[config.mk]
export PLATFORM = sky130hd
export DESIGN_NAME = mem_arbiter
export DESIGN_NICKNAME = d
export VERILOG_FILES = /design/src/rtl/matrak_pkg.sv /design/src/rtl/mem_arbiter_starve_counter.sv /design/src/rtl/mem_arbiter.sv
export SDC_FILE = /design/constraint.sdc
export NUM_CORES = 1
export LEC_CHECK = 0
export ABC_AREA = 1
export CAP_MARGIN = 15
export CORE_AREA = 2 2 137 139
export CTS_CLUSTER_DIAMETER = 40
export DETAILED_ROUTE_END_ITERATION = 7
export DIE_AREA = 0 0 139 141
export PLACE_DENSITY = 0.52
export SLEW_MARGIN = 15
export SYNTH_ARGS = -nofsm -noshare
export SYNTH_HDL_FRONTEND = slang
export SYNTH_SLANG_ARGS = --single-unit
[constraint.sdc]
create_clock -name clk_i -period 4.9 [get_ports clk_i]
set_input_delay 0.98 -clock clk_i [delete_from_list [all_inputs] [get_ports clk_i]]
set_output_delay 0.98 -clock clk_i [all_outputs]
set_load 0.01 [all_outputs]
[src/rtl/matrak_pkg.sv]
// Shared definitions for the memory arbiter.
//   - Port index constants for the three requesters.
//   - Owner encoding for the read-return register (2 bits, IDLE = 3).
//   - Rank order used by the grant logic, highest rank first.
package matrak_pkg;

    localparam int NUM_PORTS = 3;

    localparam int PORT_IF   = 0;  // instruction fetch
    localparam int PORT_DATA = 1;  // CPU load/store
    localparam int PORT_LDR  = 2;  // UART bootloader / debug loader

    localparam logic [1:0] OWNER_IDLE = 2'd3;

    // Data beats loader beats ifetch: a stalled load/store costs the most,
    // and the loader only runs while the CPU is quiesced.
    localparam int RANK_ORDER [NUM_PORTS] = '{PORT_DATA, PORT_LDR, PORT_IF};

endpackage

[src/rtl/mem_arbiter_starve_counter.sv]
// starve_counter: counts consecutive cycles a requester was denied.
//   clk_i      system clock
//   rst_i      asynchronous active-low reset
//   req_i      requester is asking this cycle
//   gnt_i      requester is granted this cycle
//   cnt_o      current count (saturates at LIMIT)
//   starved_o  count has reached LIMIT; always 0 when LIMIT == 0
module starve_counter
    import matrak_pkg::*;
#(
    parameter int LIMIT = 8,
    parameter int CNT_W = 4
) (
    input  logic             clk_i,
    input  logic             rst_i,
    input  logic             req_i,
    input  logic             gnt_i,
    output logic [CNT_W-1:0] cnt_o,
    output logic             starved_o
);

    localparam logic [CNT_W-1:0] LIM = CNT_W'(LIMIT);

    logic [CNT_W-1:0] cnt_q;

    always_ff @(posedge clk_i or negedge rst_i) begin
        if (!rst_i) begin
            cnt_q <= '0;
        end else if (gnt_i || !req_i) begin
            cnt_q <= '0;
        end else if (cnt_q != LIM) begin
            cnt_q <= cnt_q + 1'b1;
        end
    end

    assign cnt_o     = cnt_q;
    assign starved_o = (LIMIT != 0) && (cnt_q == LIM);

endmodule

[src/rtl/mem_arbiter.sv]
// mem_arbiter: shares one single-port synchronous memory between
// ifetch (port 0), data (port 1) and loader (port 2).
//   clk_i, rst_i          clock, asynchronous active-low reset
//   req_i/wen_i/stb_i     per-port request, write enable, byte strobes
//   addr_i/wdata_i        per-port address and write data, 32 bits per port
//   gnt_o                 one-hot grant; command issued this cycle
//   rvalid_o/rdata_o      one-hot read valid one cycle after a read grant,
//                         with the memory read data broadcast to all ports
//   mem_*                 command to the memory; mem_rdata_i returns data
//                         the cycle after a read
// Handshake: a requester holds req and its command fields stable until it
// sees gnt in the same cycle; the command is accepted on that clock edge and
// the requester may drop req or present a new command the following cycle.
module mem_arbiter
    import matrak_pkg::*;
#(
    parameter int STARVE_LIMIT = 8,
    parameter int CNT_W        = 4
) (
    input  logic        clk_i,
    input  logic        rst_i,
    input  logic [2:0]  req_i,
    input  logic [2:0]  wen_i,
    input  logic [11:0] stb_i,
    input  logic [95:0] addr_i,
    input  logic [95:0] wdata_i,
    output logic [2:0]  gnt_o,
    output logic [2:0]  rvalid_o,
    output logic [31:0] rdata_o,
    output logic        mem_en_o,
    output logic        mem_wen_o,
    output logic [3:0]  mem_stb_o,
    output logic [31:0] mem_addr_o,
    output logic [31:0] mem_wdata_o,
    input  logic [31:0] mem_rdata_i
);

    logic [NUM_PORTS-1:0][CNT_W-1:0] cnt;
    logic [NUM_PORTS-1:0]            starved;
    logic [1:0]                      gnt_idx;
    logic [1:0]                      owner_q;
    logic [1:0]                      owner_d;

    for (genvar p = 0; p < NUM_PORTS; p++) begin : g_cnt
        starve_counter #(
            .LIMIT (STARVE_LIMIT),
            .CNT_W (CNT_W)
        ) u_cnt (
            .clk_i     (clk_i),
            .rst_i     (rst_i),
            .req_i     (req_i[p]),
            .gnt_i     (gnt_o[p]),
            .cnt_o     (cnt[p]),
            .starved_o (starved[p])
        );
    end

    // Walk the ranks from highest down. When any requester is starved, only
    // starved requesters are eligible, so two starved ports still resolve by
    // rank and the loser keeps its saturated count for the next cycle.
    always_comb begin
        logic any_starved;
        logic found;
        gnt_o       = '0;
        found       = 1'b0;
        any_starved = |(req_i & starved);
        for (int r = 0; r < NUM_PORTS; r++) begin
            if (!found && req_i[RANK_ORDER[r]] &&
                (!any_starved || starved[RANK_ORDER[r]])) begin
                gnt_o[RANK_ORDER[r]] = 1'b1;
                found                = 1'b1;
            end
        end
        if (!rst_i) begin
            gnt_o = '0;
        end
    end

    // Command mux: all mem_* fields are zero when nothing is granted.
    always_comb begin
        mem_wen_o   = 1'b0;
        mem_stb_o   = '0;
        mem_addr_o  = '0;
        mem_wdata_o = '0;
        gnt_idx     = OWNER_IDLE;
        for (int p = 0; p < NUM_PORTS; p++) begin
            if (gnt_o[p]) begin
                mem_wen_o   = wen_i[p];
                mem_stb_o   = stb_i[4*p +: 4];
                mem_addr_o  = addr_i[32*p +: 32];
                mem_wdata_o = wdata_i[32*p +: 32];
                gnt_idx     = 2'(p);
            end
        end
    end

    assign mem_en_o = |gnt_o;

    // Owner tags the read that the memory answers next cycle; writes and
    // idle cycles leave it IDLE so no rvalid is raised.
    assign owner_d = (mem_en_o && !mem_wen_o) ? gnt_idx : OWNER_IDLE;

    always_ff @(posedge clk_i or negedge rst_i) begin
        if (!rst_i) begin
            owner_q <= OWNER_IDLE;
        end else begin
            owner_q <= owner_d;
        end
    end

    always_comb begin
        rvalid_o = '0;
        for (int p = 0; p < NUM_PORTS; p++) begin
            rvalid_o[p] = (owner_q == 2'(p));
        end
    end

    assign rdata_o = mem_rdata_i;

endmodule

==> qor.yml <==
final_area_sq_mm: 0.00535
fin_crit_ps: 4290
io_pins: 352
slowest_stage: "clkdlybuf4s50_1"
worstMarginPinSlew_ps: 417
peakVddDrop_mv: 0.108
clock_skew_ps: 1.68
port_buffers: 287
cts.sinks: 14
placed_cell_area_sq_mm: 0.00526
timing.critical_path.buf_inv: 4
core.rowCount: 50
cp_num_cells: 11
vias_per_cell: 3.86
ctsResizeCount: 0
hold_buffers: 0
initial_core_util_pct: 13.2
drc: 0
fin_nets: 922
setup_tns_ps: 0
drive_gt1_share_pct: 6.41
finalCritPeriodShare_pct: 87.5
path_delay_family: "buffers and inverters"
drtIter0Drc: 164
syn_area_sq_mm: 0.00241
leakage_nw: 2.24
post_cts_buffers: 0
cts_buffer_depth: 2
place_congestion: 0.749
ant_nets: 0
grt_pass1_wl_mm: 18.6
power_density_mw_per_mm2: 130
critPathCaptureType: "output pin"
hold_depth: 1
rsz0062_at_grt: "false"
grt_usage_pct: 11.5
num_vias: 3495
cp_max_fo: 35
numCtsBuffers: 3
rr_worst_depth: 10
place.detailed.hpwl_mm: 9.79
areaGrowthSynthToFinish_pct: 121
worstSetupStartpointType: "primary input"
first_global_vias: 3359
syn-instance-count: 429
antenna_found_initial: 1
rrSetupSlack_ps: 2740
core_area_sq_mm: 0.0183
synth_cell_types: 29
dieHeight_um: 141
crit_arrival_ps: 3310
crit_path_max_incr_delay_ps: 540
die_area_sq_mm: 0.0196
synth-warning-count: 0
htree_levels: 1
cap_viol_max_count: 0
path_cells: "clkdlybuf4s50_1 > nand4_1 > nand3_1 > nand2_1 > nor2_2 > nand2_4 > inv_4 > buf_4 > nand2_1 > nand3_1 > clkdlybuf4s50_1"
die_w_um: 139
synth_seq_area_share_pct: 14.6
min_path_type: "flop to flop"
cts_tree: "built"
overflow: 0
cts.clk_slew.worst_paths_ps: 50
ys_ff_latch: 14
hold_viol: 0
routedWlPerCell_um: 13.1
required_ps: 3920
syn_nets: 679
clock_latency_ps: 240
first_pass_iters: 4
outcome: "complete, no violations"
max_slew_margin_pct: 72.2
fmax_mhz: 233
path_class: "primary input to output pin"
wirelength_mm: 11.9
setup_viol_count_final: 0
cts_root_buf: "clkbuf_16"
syn_area_per_cell_sq_um: 5.63
final_util_pct: 29.3
slew_viol_final: 0
grt_max_degree: 37
==> worst paths after layout <==
kind,endpoint,start
max,mem_addr_o[27],req_i[2]
min,g_cnt[1].u_cnt.cnt_o[0],g_cnt[1].u_cnt.cnt_o[0]
min reg2reg,g_cnt[1].u_cnt.cnt_o[0],g_cnt[1].u_cnt.cnt_o[0]
min in group asynchronous,g_cnt[0].u_cnt.cnt_o[2],rst_i
max in group asynchronous,owner_q[0],rst_i
max reg2reg,g_cnt[2].u_cnt.cnt_o[1],g_cnt[0].u_cnt.cnt_o[0]
==> sequential cells by signal, indices dropped and copies added, names as in the netlist <==
signal,count
g_cnt.u_cnt.cnt_o,12
owner_q,2
==> per-stage QoR <==
step | setup slack (ps) | std cells | total power [W] | hold slack (ps)
global route | 432 | 906 | 0.000738 | 563
global placement | 605 | 901 | 0.000526 | 526
CTS | 604 | 905 | 0.000704 | 550
finish | 611 | 906 | 0.000694 | 543
floorplan | 1970 | 429 | 0.000271 | 498
detailed placement | 609 | 901 | 0.000525 | 542
==> synth_stat cells (all sizes together) <==
master    n  area, sq um
or2       1         6.26
mux2i     1         10.0
o22ai     1         6.26
nand2   221          862
inv      18         70.1
xnor2     3         26.3
o21ai     2         10.0
nand4     4         25.0
nor3      2         10.0
buf      56          389
xor2      4         35.0
dfstp     2         52.6
ha        6         75.1
nand3    81          460
nor2     12         55.1
dfrtp    12          300
a21o      1         8.76
a21oi     1         5.00
o21bai    1         7.51
==> logic make-up (layout without fill, tap and decap cells) <==
| group | after synthesis | after routing | share of synthesized area [%] |
|---|---|---|---|
| buffers and inverters | 74 | 316 | 19.0 |
| other | 0 | 1 | 0 |
| AO/OA/AOI/OAI | 6 | 6 | 1.55 |
| AND/OR/NAND/NOR | 321 | 321 | 58.8 |
| flip-flops | 14 | 14 | 14.6 |
| multiplexers | 1 | 1 | 0.415 |
| adder cells (fa/ha/maj) | 6 | 6 | 3.11 |
| XOR/XNOR | 7 | 7 | 2.54 |
==> worst reg2reg max path: cells and delay by family (launching register included) <==
| kind | cells | cell delay (ps) |
|---|---|---|
| buf+inv | 3 | 610 |
| compound gates | 2 | 330 |
| flops | 1 | 390 |
| fa+ha+maj | 1 | 230 |
| simple gates | 4 | 480 |
==> final cells by class <==
type	count	area, sq um
Antenna cell	1	2.50
Fill cell	2006	12900
Tap cell	234	293
Multi-Input combinational cell	341	1600
Inverter	18	70.1
Timing Repair Buffer	294	2940
Clock buffer	4	88.8
Sequential cell	14	353
==> power by group <==
group	total [W]	internal (W)	switching (W)
clock	0.000173	0.000124	0.0000494
sequential	0.000130	0.000124	0.00000665
combinational	0.000391	0.000256	0.000135
==> layer usage <==
| metal | track usage (%) | part of all wire (%) | up-vias |
|---|---|---|---|
| met5 | 0 | 0 | - |
| met4 | 1.75 | 0.62 | 0 |
| met3 | 3.02 | 8.6 | 10 |
| met2 | 18.2 | 45 | 184 |
| met1 | 16.1 | 46 | 1498 |
| li1 | - | - | 1803 |
==> layout by cell type (no fill, tap or decap), types with 2 or more instances in the layout <==
cell type and count:
buf_4 6, xnor2_1 3, nor3_1 2, nand3_2 11
dfrtp_1 12, xor2_1 4, nand3_1 70, nand2_2 10
dfstp_2 2, inv_1 14, inv_2 3, ha_1 6
clkdlybuf4s50_1 287, nand2_1 210, o21ai_0 2, nand4_1 4
nor2_1 10, clkbuf_16 3
Power figures use the tool's default switching activity.
